===== config.mk =====
export PLATFORM = sky130hd
export DESIGN_NAME = search_mc_capture_flat
export DESIGN_NICKNAME = d
export VERILOG_FILES = /design/src/rtl/search_mc_pkg.sv /design/src/rtl/search_mc_capture_if.sv /design/src/rtl/search_mc_fifo.sv /design/src/rtl/search_mc_capture.sv /design/src/flat_wrapper.sv
export SDC_FILE = /design/constraint.sdc
export NUM_CORES = 1
export LEC_CHECK = 0
export CAP_MARGIN = 20
export CORE_MARGIN = 2
export CORE_UTILIZATION = 45
export CTS_BUF_LIST = sky130_fd_sc_hd__clkbuf_4 sky130_fd_sc_hd__clkbuf_8
export DETAILED_ROUTE_END_ITERATION = 8
export DONT_BUFFER_PORTS = 1
export GPL_ROUTABILITY_DRIVEN = 1
export GPL_TIMING_DRIVEN = 1
export HOLD_SLACK_MARGIN = 0.1
export PLACE_DENSITY = 0.57
export REMOVE_ABC_BUFFERS = 1
export SYNTH_ARGS = -nofsm -noshare
export SYNTH_HDL_FRONTEND = slang
export SYNTH_SLANG_ARGS = --single-unit

===== constraint.sdc =====
create_clock -name clk -period 6.4 [get_ports clk]
set_clock_uncertainty 0.2 [all_clocks]
set_input_delay 0.64 -clock clk [delete_from_list [all_inputs] [get_ports clk]]
set_output_delay 0.64 -clock clk [all_outputs]
set_load 0.03 [all_outputs]

===== src/rtl/search_mc_pkg.sv =====
// Shared types and constants for the multicorner capture/monitor stage.
package search_mc_pkg;

  localparam int unsigned DEF_DEPTH = 4;
  localparam int unsigned DEF_TS_W  = 8;
  localparam int unsigned DEF_CNT_W = 16;
  // Widest timestamp the packing helper supports.
  localparam int unsigned MAX_TS_W  = 30;

  typedef enum logic [1:0] {
    IDLE  = 2'd0,
    PRIME = 2'd1,
    RUN   = 2'd2
  } state_t;

  // Pack one event as {sample[1:0], ts[ts_w-1:0]}, right-aligned.
  function automatic logic [MAX_TS_W+1:0] pack_entry(input logic [1:0] sample,
                                                     input logic [MAX_TS_W-1:0] ts,
                                                     input int unsigned ts_w);
    logic [MAX_TS_W+1:0] s_w;
    logic [MAX_TS_W+1:0] t_w;
    s_w = (MAX_TS_W+2)'(sample) << ts_w;
    t_w = (MAX_TS_W+2)'(ts);
    return s_w | t_w;
  endfunction

endpackage


===== src/rtl/search_mc_capture_if.sv =====
// Capture inputs and event read port of the capture stage.
interface search_mc_capture_if #(
  parameter int unsigned DEPTH = 4,
  parameter int unsigned TS_W  = 8,
  parameter int unsigned CNT_W = 16
);
  localparam int unsigned LVL_W = $clog2(DEPTH) + 1;

  logic             en;
  logic             d1;
  logic             d2;
  logic             rd_ready;
  logic             rd_valid;
  logic [TS_W+1:0]  rd_data;
  logic [LVL_W-1:0] level;
  logic [CNT_W-1:0] event_cnt;
  logic             overflow;

  modport master (
    output en, d1, d2, rd_ready,
    input  rd_valid, rd_data, level, event_cnt, overflow
  );

  modport slave (
    input  en, d1, d2, rd_ready,
    output rd_valid, rd_data, level, event_cnt, overflow
  );
endinterface


===== src/rtl/search_mc_fifo.sv =====
// First-word-fall-through event FIFO; push while full is accepted only with a pop.
module search_mc_fifo #(
  parameter int unsigned DEPTH = 4,
  parameter int unsigned W     = 10
) (
  input  logic                       clk,
  input  logic                       rst,
  input  logic                       push,
  input  logic                       pop,
  input  logic [W-1:0]               wdata,
  output logic [W-1:0]               rdata,
  output logic                       full,
  output logic                       empty,
  output logic [$clog2(DEPTH):0]     level
);
  localparam int unsigned PTR_W = $clog2(DEPTH);
  localparam int unsigned LVL_W = PTR_W + 1;

  logic [W-1:0]     mem [DEPTH];
  logic [PTR_W-1:0] wptr;
  logic [PTR_W-1:0] rptr;
  logic [LVL_W-1:0] cnt;
  logic             do_push;
  logic             do_pop;

  assign empty   = (cnt == '0);
  assign full    = (cnt == LVL_W'(DEPTH));
  assign do_pop  = pop & ~empty;
  assign do_push = push & (~full | do_pop);
  assign rdata   = empty ? '0 : mem[rptr];
  assign level   = cnt;

  // Storage write; contents are don't-care until pushed.
  always_ff @(posedge clk) begin
    if (do_push) mem[wptr] <= wdata;
  end

  // Pointers wrap naturally since DEPTH is a power of two.
  always_ff @(posedge clk) begin
    if (rst) begin
      wptr <= '0;
      rptr <= '0;
      cnt  <= '0;
    end else begin
      if (do_push) wptr <= wptr + PTR_W'(1);
      if (do_pop)  rptr <= rptr + PTR_W'(1);
      case ({do_push, do_pop})
        2'b10:   cnt <= cnt + LVL_W'(1);
        2'b01:   cnt <= cnt - LVL_W'(1);
        default: cnt <= cnt;
      endcase
    end
  end

endmodule


===== src/rtl/search_mc_capture.sv =====
// Capture the two path outputs, timestamp every change, queue events for readout.
module search_mc_capture
  import search_mc_pkg::*;
#(
  parameter int unsigned DEPTH = DEF_DEPTH,
  parameter int unsigned TS_W  = DEF_TS_W,
  parameter int unsigned CNT_W = DEF_CNT_W
) (
  input  logic               clk,
  input  logic               rst,
  search_mc_capture_if.slave bus
);
  localparam int unsigned ENT_W = TS_W + 2;

  state_t           state;
  state_t           state_nxt;
  logic [1:0]       cap;
  logic [1:0]       prev;
  logic [TS_W-1:0]  ts;
  logic [CNT_W-1:0] event_cnt;
  logic             overflow;
  logic             push_c;
  logic             pop_c;
  logic             full;
  logic             empty;
  logic [ENT_W-1:0] entry_c;

  assign entry_c      = ENT_W'(pack_entry(cap, MAX_TS_W'(ts), TS_W));
  assign pop_c        = bus.rd_ready & ~empty;
  assign bus.rd_valid = ~empty;
  assign bus.event_cnt = event_cnt;
  assign bus.overflow  = overflow;

  // Next state and change detection; PRIME absorbs the first sample so enabling never fires.
  always_comb begin
    state_nxt = state;
    push_c    = 1'b0;
    case (state)
      IDLE:    if (bus.en) state_nxt = PRIME;
      PRIME:   state_nxt = bus.en ? RUN : IDLE;
      RUN: begin
        if (!bus.en) state_nxt = IDLE;
        else         push_c    = (cap != prev);
      end
      default: state_nxt = IDLE;
    endcase
  end

  // State register.
  always_ff @(posedge clk) begin
    if (rst) state <= IDLE;
    else     state <= state_nxt;
  end

  // Sample capture, timestamp, saturating event count and sticky overflow.
  always_ff @(posedge clk) begin
    if (rst) begin
      cap       <= '0;
      prev      <= '0;
      ts        <= '0;
      event_cnt <= '0;
      overflow  <= 1'b0;
    end else begin
      cap <= {bus.d2, bus.d1};
      if (state != IDLE) prev <= cap;
      ts <= (state == IDLE) ? '0 : ts + TS_W'(1);
      if (push_c && (event_cnt != '1)) event_cnt <= event_cnt + CNT_W'(1);
      if (push_c && full && !pop_c)    overflow  <= 1'b1;
    end
  end

  search_mc_fifo #(
    .DEPTH (DEPTH),
    .W     (ENT_W)
  ) u_fifo (
    .clk   (clk),
    .rst   (rst),
    .push  (push_c),
    .pop   (bus.rd_ready),
    .wdata (entry_c),
    .rdata (bus.rd_data),
    .full  (full),
    .empty (empty),
    .level (bus.level)
  );

endmodule


===== src/flat_wrapper.sv =====
// flat-port wrapper written by rule: the top's interface ports become plain ports
module search_mc_capture_flat import search_mc_pkg::*;
#(
  parameter int unsigned DEPTH = DEF_DEPTH,
  parameter int unsigned TS_W  = DEF_TS_W,
  parameter int unsigned CNT_W = DEF_CNT_W
)
  (clk, rst, bus_en, bus_d1, bus_d2, bus_rd_ready, bus_rd_valid, bus_rd_data, bus_level, bus_event_cnt, bus_overflow);
  search_mc_capture_if #(.DEPTH(DEPTH), .TS_W(TS_W), .CNT_W(CNT_W)) bus_i ();
  input  logic clk;
  input  logic rst;
  input wire logic [$bits(bus_i.en)-1:0] bus_en;
  input wire logic [$bits(bus_i.d1)-1:0] bus_d1;
  input wire logic [$bits(bus_i.d2)-1:0] bus_d2;
  input wire logic [$bits(bus_i.rd_ready)-1:0] bus_rd_ready;
  output wire logic [$bits(bus_i.rd_valid)-1:0] bus_rd_valid;
  output wire logic [$bits(bus_i.rd_data)-1:0] bus_rd_data;
  output wire logic [$bits(bus_i.level)-1:0] bus_level;
  output wire logic [$bits(bus_i.event_cnt)-1:0] bus_event_cnt;
  output wire logic [$bits(bus_i.overflow)-1:0] bus_overflow;
  assign bus_i.en = bus_en;
  assign bus_i.d1 = bus_d1;
  assign bus_i.d2 = bus_d2;
  assign bus_i.rd_ready = bus_rd_ready;
  assign bus_rd_valid = bus_i.rd_valid;
  assign bus_rd_data = bus_i.rd_data;
  assign bus_level = bus_i.level;
  assign bus_event_cnt = bus_i.event_cnt;
  assign bus_overflow = bus_i.overflow;
  search_mc_capture #(.DEPTH(DEPTH), .TS_W(TS_W), .CNT_W(CNT_W)) u_core (.clk(clk), .rst(rst), .bus(bus_i));
endmodule

==> results of run 1 <==
where the power goes:
group	switching, W	internal, W
logic	0.000166	0.0000868
clock network	0.000183	0.000220
registers	0.0000509	0.000552
total	0.000400	0.000859
state kept, by name, indices dropped and copies added, names as in the netlist, 3 cells and up, named ones only:
| name | flops |
|---|---|
| u_core.ts | 8 |
| u_core.u_fifo.level | 3 |
| u_core.u_fifo.mem | 40 |
| u_core.bus.event_cnt | 16 |
synth_stat cells (all sizes together) (5+ instances only):
library cell,n,area (µm²)
inv,8,30.03
nand3,13,65.06
nand2,10,37.54
dfxtp,40,800.8
edfxtp,40,1201
xor2,11,103.9
nor2,34,127.6
ha,6,75.07
a21oi,8,40.04
and2,14,87.58
mux4,10,225.2
clkbuf,5,18.77
a2111oi,5,81.33
xnor2,13,113.9
critical path: cells and delay by family, from the launching register on:
kind | cells | cell delay, ns
flip-flops | 1 | 0.77
multiplexers | 1 | 0.61
AND/OR/NAND/NOR | 1 | 0.28
logic make-up after synthesis:
family                   share of synthesized area
adder cells (fa/ha/maj)                    0.02776
flip-flops                                  0.5844
multiplexers                               0.07451
AO/OA/AOI/OAI                              0.07780
buffers and inverters                      0.02228
XOR/XNOR                                   0.06355
AND/OR/NAND/NOR                             0.1497
per-layer routing:
metal / track usage / wire length [µm] / vias to the layer above
met4: 0.04924 / 55 / 0
li1: - / - / 970
met1: 0.2169 / 2930 / 949
met5: 0 / 0 / -
met3: 0.05726 / 289 / 5
met2: 0.2278 / 2580 / 46
per-stage QoR:
step	area [µm²]	hold WS, ns
2_1_floorplan	3379	0.2373
6_report	3721	0.1503
3_5_place_dp	3503	0.2592
3_3_place_gp	3503	0.2525
5_1_grt	3721	0.1263
4_1_cts	3721	0.1367
final timing paths:
path,startpoint,slack (ns),endpoint
worst max-delay path,flop,3.55,bus_rd_data[6]
worst min-delay path,rst,0.15,u_core.prev[1]$_SDFFE_PP0N_
worst max register to register,u_core.u_fifo.level[0]$_SDFFE_PP0P_,3.56,u_core.u_fifo.level[2]$_SDFFE_PP0P_
worst min register to register,u_core.prev[0]$_SDFFE_PP0N_,0.27,u_core.prev[0]$_SDFFE_PP0N_
cell type report:
| cell class | instances | area [µm²] | area share |
|---|---|---|---|
| multi-input cells | 170 | 1348 | 0.3621 |
| well taps | 99 | 123.9 | 0.03329 |
| flip-flops and latches | 80 | 2002 | 0.5380 |
| clock buffers | 9 | 123.9 | 0.03329 |
| clock inverters | 7 | 93.84 | 0.02522 |
| inverters | 8 | 30.03 | 0.008070 |
==> summary.md, run 1 <==
| Metric | Value |
|---|---|
| All-Layer GR Usage | 0.1560 |
| Placed Instances | 357 |
| Post-Route Setup TNS | 0 ns |
| TritonCTS Buffers | 9 |
| Rows | 31 |
| Pre-antenna DRT Iters | 4 |
| Die width | 91.25 µm |
| Hold Crit Depth | 1 |
| Setup bufs post-CTS | 0 |
| DRT antenna net count | 0 |
| Max_cap viols | 0 |
| Status | complete, no violations |
| Fin crit share | 0.4446 |
| Max frequency | 351.4 MHz |
| Maximum VDD drop | roughly 140 µV |
| Share of post-route cells with drive strength above 1 | 0.1387 |
| Post-synthesis sequential area ratio | 0.5844 |
| Final-stage net count | 282 |
| RSZ-0062 raised after global routing | no |
| Per-cell routed wire length | between 15 and 20 µm |
| First-pass GRT wire length | about 10000 µm |
| Async SR Flop Fraction | 0 |
| Tmin final | 2.845 ns |
| Worst-path clk slew | 0.09 ns |
| Via count | ~2000 |
| Critical path's largest stage delay | around 0.77 ns |
| Clk_lat worst skew | approximately 0.35 ns |
| Pleak | 1.210 nW |
| Total core area | 7331 µm² |
| Layout fillers | 634 |
| Post_cts resized | 0 |
| Vias in the first global route | 1964 |
| Final Max Slew Viols | 0 |
| TritonCTS clock tree | done |
| H-tree lvl count | 3 |
| CTS sink count | 80 |
| Arr. time, crit path | 2.01 ns |
| Post-Syn Area per Cell | between 10 and 15 µm² |
| Cts hold-fix bufs | 0 |
| Power per Cell Area | 338.3 nW/µm² |
| Die ar. | 8327 µm² |
| Area Overhead vs Synth | 8.619% |
| Distinct cells, synth | between 40 and 50 |
| Crit-path cells | mux4_2 > and2_1 |
| HP Class | in -> reg |
| Worst setup slack after layout | between 3 and 4 ns |
| Cell at the slowest stage of the critical path | dfxtp_1 |
| Dpl ws | 3.561 ns |
| Ports | 37 |
| Final setup viols | 0 |
| Worst slew pin tran | 0.7029 ns |
| Post-Synthesis Cells | 267 |
| Yosys warns | 0 |
| DRC viols | 0 |
| Cell Count, Final, Fillers Out | approximately 370 |
| Final Hold Viols | 0 |
| CP Launch Type | flop |
| Max FO, Critical Path | 10 |
| Number of vias per cell | 5.282 |
| Hpwl dp | 3831 µm |
| Clk root buf | clkbuf_8 |
| Final Util | 0.5076 |
| Iter 0 DRT Violations | 101 |
| Max-slew headroom | 0.5279 |
| Initial antenna violation count | 0 |
| Grt total ovfl | 0 |
| Initial Util | 0.4673 |
| Most frequent cells in the layout | dfxtp_1, edfxtp_1, nor2_1 |
| CP endpoint kind | output port |
| Synth Register Bits | 80 |
| Ys flop type | edfxtp_1 |
| Cell Area, Synth | 3426 µm² |
| Largest net degree at the start of global routing | 33 |
| Req. time, crit path | ~5.6 ns |
| R2R depth | 6 |
| DRT Wirelength | 5856 µm |
| Clk buf depth | 2 |
| EDFF count, synth | 40 |
| Die Y | 91.25 µm |
| Diode count | 0 |
| CP Class | reg -> out |
| PortBufs | 0 |
| Gpl congestion | 0.7417 |
| PnR Total Power | 0.001259 W |
Power figures use the tool's default switching activity.
==> run 2, diff against run 1 <==
==> constraint.sdc (replaced) <==
create_clock -name clk -period 2.83 [get_ports clk]
set_clock_uncertainty 0.2 [all_clocks]
set_input_delay 0.283 -clock clk [delete_from_list [all_inputs] [get_ports clk]]
set_output_delay 0.283 -clock clk [all_outputs]
set_load 0.03 [all_outputs]
==> summary.md, run 2 (synthesis results as in run 1) <==
| Metric | Value |
|---|---|
| Req. time, crit path | approximately 2.9 ns |
| TritonCTS clock tree | done |
| Final setup viols | 0 |
| Cell Count, Final, Fillers Out | 398 |
| Power per Cell Area | 723.8 nW/µm² |
| Max FO, Critical Path | 6 |
| Die ar. | 8327 µm² |
| H-tree lvl count | 3 |
| Crit-path cells | xor2_2 > o21ai_2 > nand3_1 > fa_1 > or3_1 > a32oi_1 > a21oi_1 |
| Number of vias per cell | 5.123 |
| Worst slew pin tran | between 0.7 and 0.8 ns |
| DRT Wirelength | between 6000 and 7000 µm |
| Max_cap viols | 0 |
| Worst-path clk slew | 0.08 ns |
| HP Class | in -> reg |
| Placed Instance Area | 3646 µm² |
| DRT antenna net count | 0 |
| Hpwl dp | 4253 µm |
| CP endpoint kind | flop |
| Final Hold Viols | 0 |
| Initial antenna violation count | 0 |
| Design area | 3921 µm² |
| Cell at the slowest stage of the critical path | dfxtp_1 |
| TritonCTS Buffers | 9 |
| Setup crit start | u_core.cap[1]$_SDFF_PP0_ |
| Register with the most flip-flops | u_core.u_fifo.mem |
| CP Class | reg -> reg |
| Status | complete, no violations |
| Via count | ~2000 |
| Pre-antenna DRT Iters | 4 |
| Total core area | 7331 µm² |
| Pleak | 1.334 nW |
| Worst hold path startpoint | bus_rd_ready |
| Grt total ovfl | 0 |
| Clk root buf | clkbuf_8 |
| Worst r2r src | u_core.cap[1]$_SDFF_PP0_ |
| Arr. time, crit path | approximately 2.5 ns |
| DRC viols | 0 |
| Ports | 37 |
| Critical path's largest stage delay | around 0.47 ns |
| PortBufs | 0 |
| Rows | 31 |
| Gpl congestion | 0.7229 |
| Area Overhead vs Synth | 14.46% |
| Clk_lat worst skew | 0.34 ns |
| Final Max Slew Viols | 0 |
| Iter 0 DRT Violations | 72 |
| Hold slack final | 0.1562 ns |
| Largest net degree at the start of global routing | 33 |
| Post-Route Setup TNS | 0 ns |
| Final-stage net count | roughly 310 |
| CP Launch Type | flop |
| Vias in the first global route | just under 2000 |
| Per-cell routed wire length | ~15 µm |
| Placed Instances | approximately 380 |
| Max reg flops | 40 |
| Crit-path leading delay family | compound AO/OA/AOI/OAI gates |
| Most frequent cells in the layout | dfxtp_1, edfxtp_1, nor2_1 |
| Setup bufs post-CTS | 0 |
| CTS sink count | 80 |
| Die width | 91.25 µm |
| Final Util | 0.5349 |
| Diode count | 0 |
| Max-slew headroom | 0.5285 |
| Max frequency | around 400 MHz |
| Layout fillers | 632 |
| Biggest registers after layout | u_core.u_fifo.mem (40), u_core.bus.event_cnt (16), u_core.ts (8) |
| Tmin final | 2.503 ns |
| Clk buf depth | 2 |
| Initial Util | 0.4673 |
| Fin crit share | 0.8846 |
| All-Layer GR Usage | 0.1598 |
| Maximum VDD drop | 266.8 µV |
| Worst path bufs/invs | 0 |
| Die Y | 91.25 µm |
| RSZ-0062 raised after global routing | no |
| Share of post-route cells with drive strength above 1 | 0.1973 |
| First-pass GRT wire length | slightly above 10000 µm |
[run 2: worst reg2reg max path, cell delays in order, from the launching register on]
cell and delay, ns:
dfxtp_1 0.47, xor2_2 0.16, o21ai_2 0.31, nand3_1 0.14, fa_1 0.44, or3_1 0.39
a32oi_1 0.20, a21oi_1 0.08
[run 2: path summary, 6_finish.rpt]
| path | to | depth (start not counted) | slack [ns] |
|---|---|---|---|
| max reg2reg | u_core.u_fifo.level[2]$_SDFFE_PP0P_ | 7 | 0.33 |
| min | u_core.u_fifo.level[1]$_SDFFE_PP0P_ | 4 | 0.16 |
| min reg2reg | u_core.prev[0]$_SDFFE_PP0N_ | 2 | 0.27 |
| max | u_core.u_fifo.level[2]$_SDFFE_PP0P_ | 7 | 0.33 |
[run 2: per-stage QoR]
stage / power (W) / worst slack (ns)
after floorplan: 0.001884 / 0.2733
after global placement: 0.002021 / 0.3993
after detailed placement: 0.002027 / 0.3347
after CTS: 0.002870 / 0.2973
after global routing: 0.002975 / 0.1327
final: 0.002838 / 0.3267
[run 2: area by class of cell]
type,instances,area (µm²),area share
clock inverter,5,58.81,0.01500
tap,99,123.9,0.03159
sequential,80,2002,0.5105
inverter,8,30.03,0.007658
multi-input combinational,170,1348,0.3436
clock buffer,11,138.9,0.03542
timing repair buffer,25,220.2,0.05616
[run 2: power breakdown]
group	switching [W]	internal, W	total, W
clock	0.000403	0.000427	0.000830
combinational	0.000449	0.000248	0.000697
sequential	0.0000633	0.00125	0.00131
total	0.000915	0.00192	0.00284
[run 2: timing repair]
item,in CTS,in global routing
resized for setup,0,0
hold buffers,5,0
hold endpoints to repair,40,0
[run 2: layer usage]
layer,vias to the layer above,GRT usage,wire [µm]
li1,1030,-,-
met1,961,0.2384,3146
met2,40,0.2154,2510
met3,8,0.04896,338
met4,0,0.06439,98
met5,-,0,0
==> run 3, diff against run 2 <==
--- a/config.mk
+++ b/config.mk
@@ -15,7 +15,6 @@
 export GPL_TIMING_DRIVEN = 1
 export HOLD_SLACK_MARGIN = 0.1
 export PLACE_DENSITY = 0.57
-export REMOVE_ABC_BUFFERS = 1
 export SYNTH_ARGS = -nofsm -noshare
 export SYNTH_HDL_FRONTEND = slang
 export SYNTH_SLANG_ARGS = --single-unit
==> constraint.sdc (replaced) <==
create_clock -name clk -period 2.5 [get_ports clk]
set_clock_uncertainty 0.2 [all_clocks]
set_input_delay 0.25 -clock clk [delete_from_list [all_inputs] [get_ports clk]]
set_output_delay 0.25 -clock clk [all_outputs]
set_load 0.03 [all_outputs]
==> summary.md, run 3 (synthesis results as in run 1) <==
| Metric | Value |
|---|---|
| H-tree lvl count | 3 |
| Final Max Slew Viols | 0 |
| Grt total ovfl | 0 |
| Ports | 37 |
| Pleak | 1.401 nW |
| All-Layer GR Usage | 0.1621 |
| Layout fillers | 630 |
| Via count | 2080 |
| Share of post-route cells with drive strength above 1 | 0.2290 |
| Clk_lat worst skew | approximately 0.34 ns |
| Post-Route Setup TNS | 0 ns |
| PnR Total Power | 0.003238 W |
| CTS sink count | 80 |
| Die width | between 90 and 100 µm |
| Clk buf depth | 2 |
| Arr. time, crit path | 2.41 ns |
| Hpwl dp | 4334 µm |
| Status | complete, no violations |
| Power per Cell Area | ~800 nW/µm² |
| M1 GR Usage | 0.2349 |
| Grt peak-use layer | met1 |
| Initial Util | 0.4673 |
| Pre-antenna DRT Iters | 4 |
| Vias in the first global route | about 2100 |
| First-pass GRT wire length | just over 10000 µm |
| TritonCTS clock tree | done |
| DRC viols | 0 |
| Worst slew pin tran | 0.5709 ns |
| Cell at the slowest stage of the critical path | dlygate4sd3_1 |
| RSZ-0062 raised after global routing | no |
| Die ar. | 8327 µm² |
| Final Hold Viols | 0 |
| Total core area | 7331 µm² |
| Syn Nets | 280 |
| TritonCTS Buffers | 9 |
| Max_cap viols | 0 |
| CP Class | reg -> reg |
| Hold Crit Depth | 2 |
| HP Class | reg -> reg |
| Req. time, crit path | 2.53 ns |
| Number of vias per cell | 5.086 |
| CP Launch Type | flop |
| DRT Wirelength | 6269 µm |
| Clk root buf | clkbuf_8 |
| Per-cell routed wire length | approximately 15 µm |
| Max reg flops | 40 |
| Final Util | 0.5520 |
| Max FO, Critical Path | 6 |
| Die Y | 91.25 µm |
| Final setup viols | 0 |
| Largest net degree at the start of global routing | 33 |
| Diode count | 0 |
| Area Overhead vs Synth | 18.12% |
| Rows | 31 |
| Biggest registers after layout | u_core.u_fifo.mem (40), u_core.bus.event_cnt (16), u_core.ts (8) |
| GR Util met3 | 0.03900 |
| Gpl congestion | 0.7574 |
| Maximum VDD drop | approximately 260 µV |
| Max frequency | 421.7 MHz |
| Critical path's largest stage delay | 0.54 ns |
| Max-slew headroom | 0.6166 |
| Tmin final | 2.371 ns |
| Fin crit share | 0.9485 |
| CP endpoint kind | flop |
| DRT antenna net count | 0 |
| Iter 0 DRT Violations | just under 80 |
| Final-stage net count | 318 |
| Initial antenna violation count | 0 |
| Most frequent cells in the layout | edfxtp_1, dfxtp_1, nor2_1 |
| R2R depth | 6 |
| Most common cell after layout, fill and taps aside | edfxtp_1 |
| PortBufs | 0 |
| Crit-path cells | xor2_1 > o21a_1 > mux2i_2 > xnor2_1 > nor2_1 > dlygate4sd3_1 |
| Hold slack final | around 0.28 ns |
| Worst-path clk slew | roughly 0.080 ns |
| Setup bufs post-CTS | 0 |
| Met2 Use GR | 0.2309 |
| Register with the most flip-flops | u_core.u_fifo.mem |
## run 3: changes by cell type in the layout (fill, tap and decap cells not counted), sizes merged
| cell | delta |
|---|---|
| inv | +1 |
| clkinv | +1 |
| buf | +10 |
| clkbuf | -2 |
| dlygate4sd3 | +1 |
## run 3: layer usage
metal,vias to the layer above,routed length [µm]
li1,1046,-
met1,990,3245
met2,34,2638
met3,10,273
met4,0,112
met5,-,0
## run 3: cell type report
type | count | area [µm²] | area share
Inverter | 8 | 30.03 | 0.007421
Multi-Input combinational cell | 170 | 1351 | 0.3340
Clock buffer | 9 | 123.9 | 0.03061
Clock inverter | 7 | 70.07 | 0.01732
Tap cell | 99 | 123.9 | 0.03061
Sequential cell | 80 | 2008 | 0.4963
Timing Repair Buffer | 36 | 339.1 | 0.08380
## run 3: metrics by stage
step                worst slack [ns]  instance area, µm²  cells
CTS                          0.04639                4036    409
finish                        0.1289                4046    409
floorplan                    0.09090                3431    267
global route                 0.01865                4046    409
detailed placement            0.2191                3762    386
global placement              0.2664                3762    386
## run 3: power by group
part | leakage (nW) | total, W | switching, W | internal, W
clock network | 0.0909 | 0.000923 | 0.000463 | 0.000459
registers | 0.695 | 0.00151 | 0.0000903 | 0.00142
logic | 0.615 | 0.000807 | 0.000500 | 0.000307
## run 3: path summary, 6_finish.rpt
| kind | start | slack, ns | end |
|---|---|---|---|
| setup / recovery | u_core.cap[0]$_SDFF_PP0_ | 0.13 | u_core.u_fifo.level[0]$_SDFFE_PP0P_ |
| hold / removal | u_core.prev[0]$_SDFFE_PP0N_ | 0.28 | u_core.prev[0]$_SDFFE_PP0N_ |
| setup reg to reg | u_core.cap[0]$_SDFF_PP0_ | 0.13 | u_core.u_fifo.level[0]$_SDFFE_PP0P_ |
| hold reg to reg | u_core.prev[0]$_SDFFE_PP0N_ | 0.28 | u_core.prev[0]$_SDFFE_PP0N_ |
## run 3: worst max-delay path, delay by kind of cell, from the launching register on
| kind | cells | cell delay [ns] |
|---|---|---|
| xor gates and xnor gates | 2 | 0.51 |
| and+or+nand+nor | 1 | 0.05 |
| buffers and inverters | 1 | 0.54 |
| DFF | 1 | 0.43 |
| AOI/OAI and AO/OA | 1 | 0.24 |
| muxes | 1 | 0.29 |
## run 3: what timing repair did
| item | CTS | global route |
|---|---|---|
| endpoints found under the hold margin | 40 | 0 |
| resized for setup | 0 | 3 |
| hold buffers | 7 | 0 |
| setup endpoints to repair | 0 | 1 |
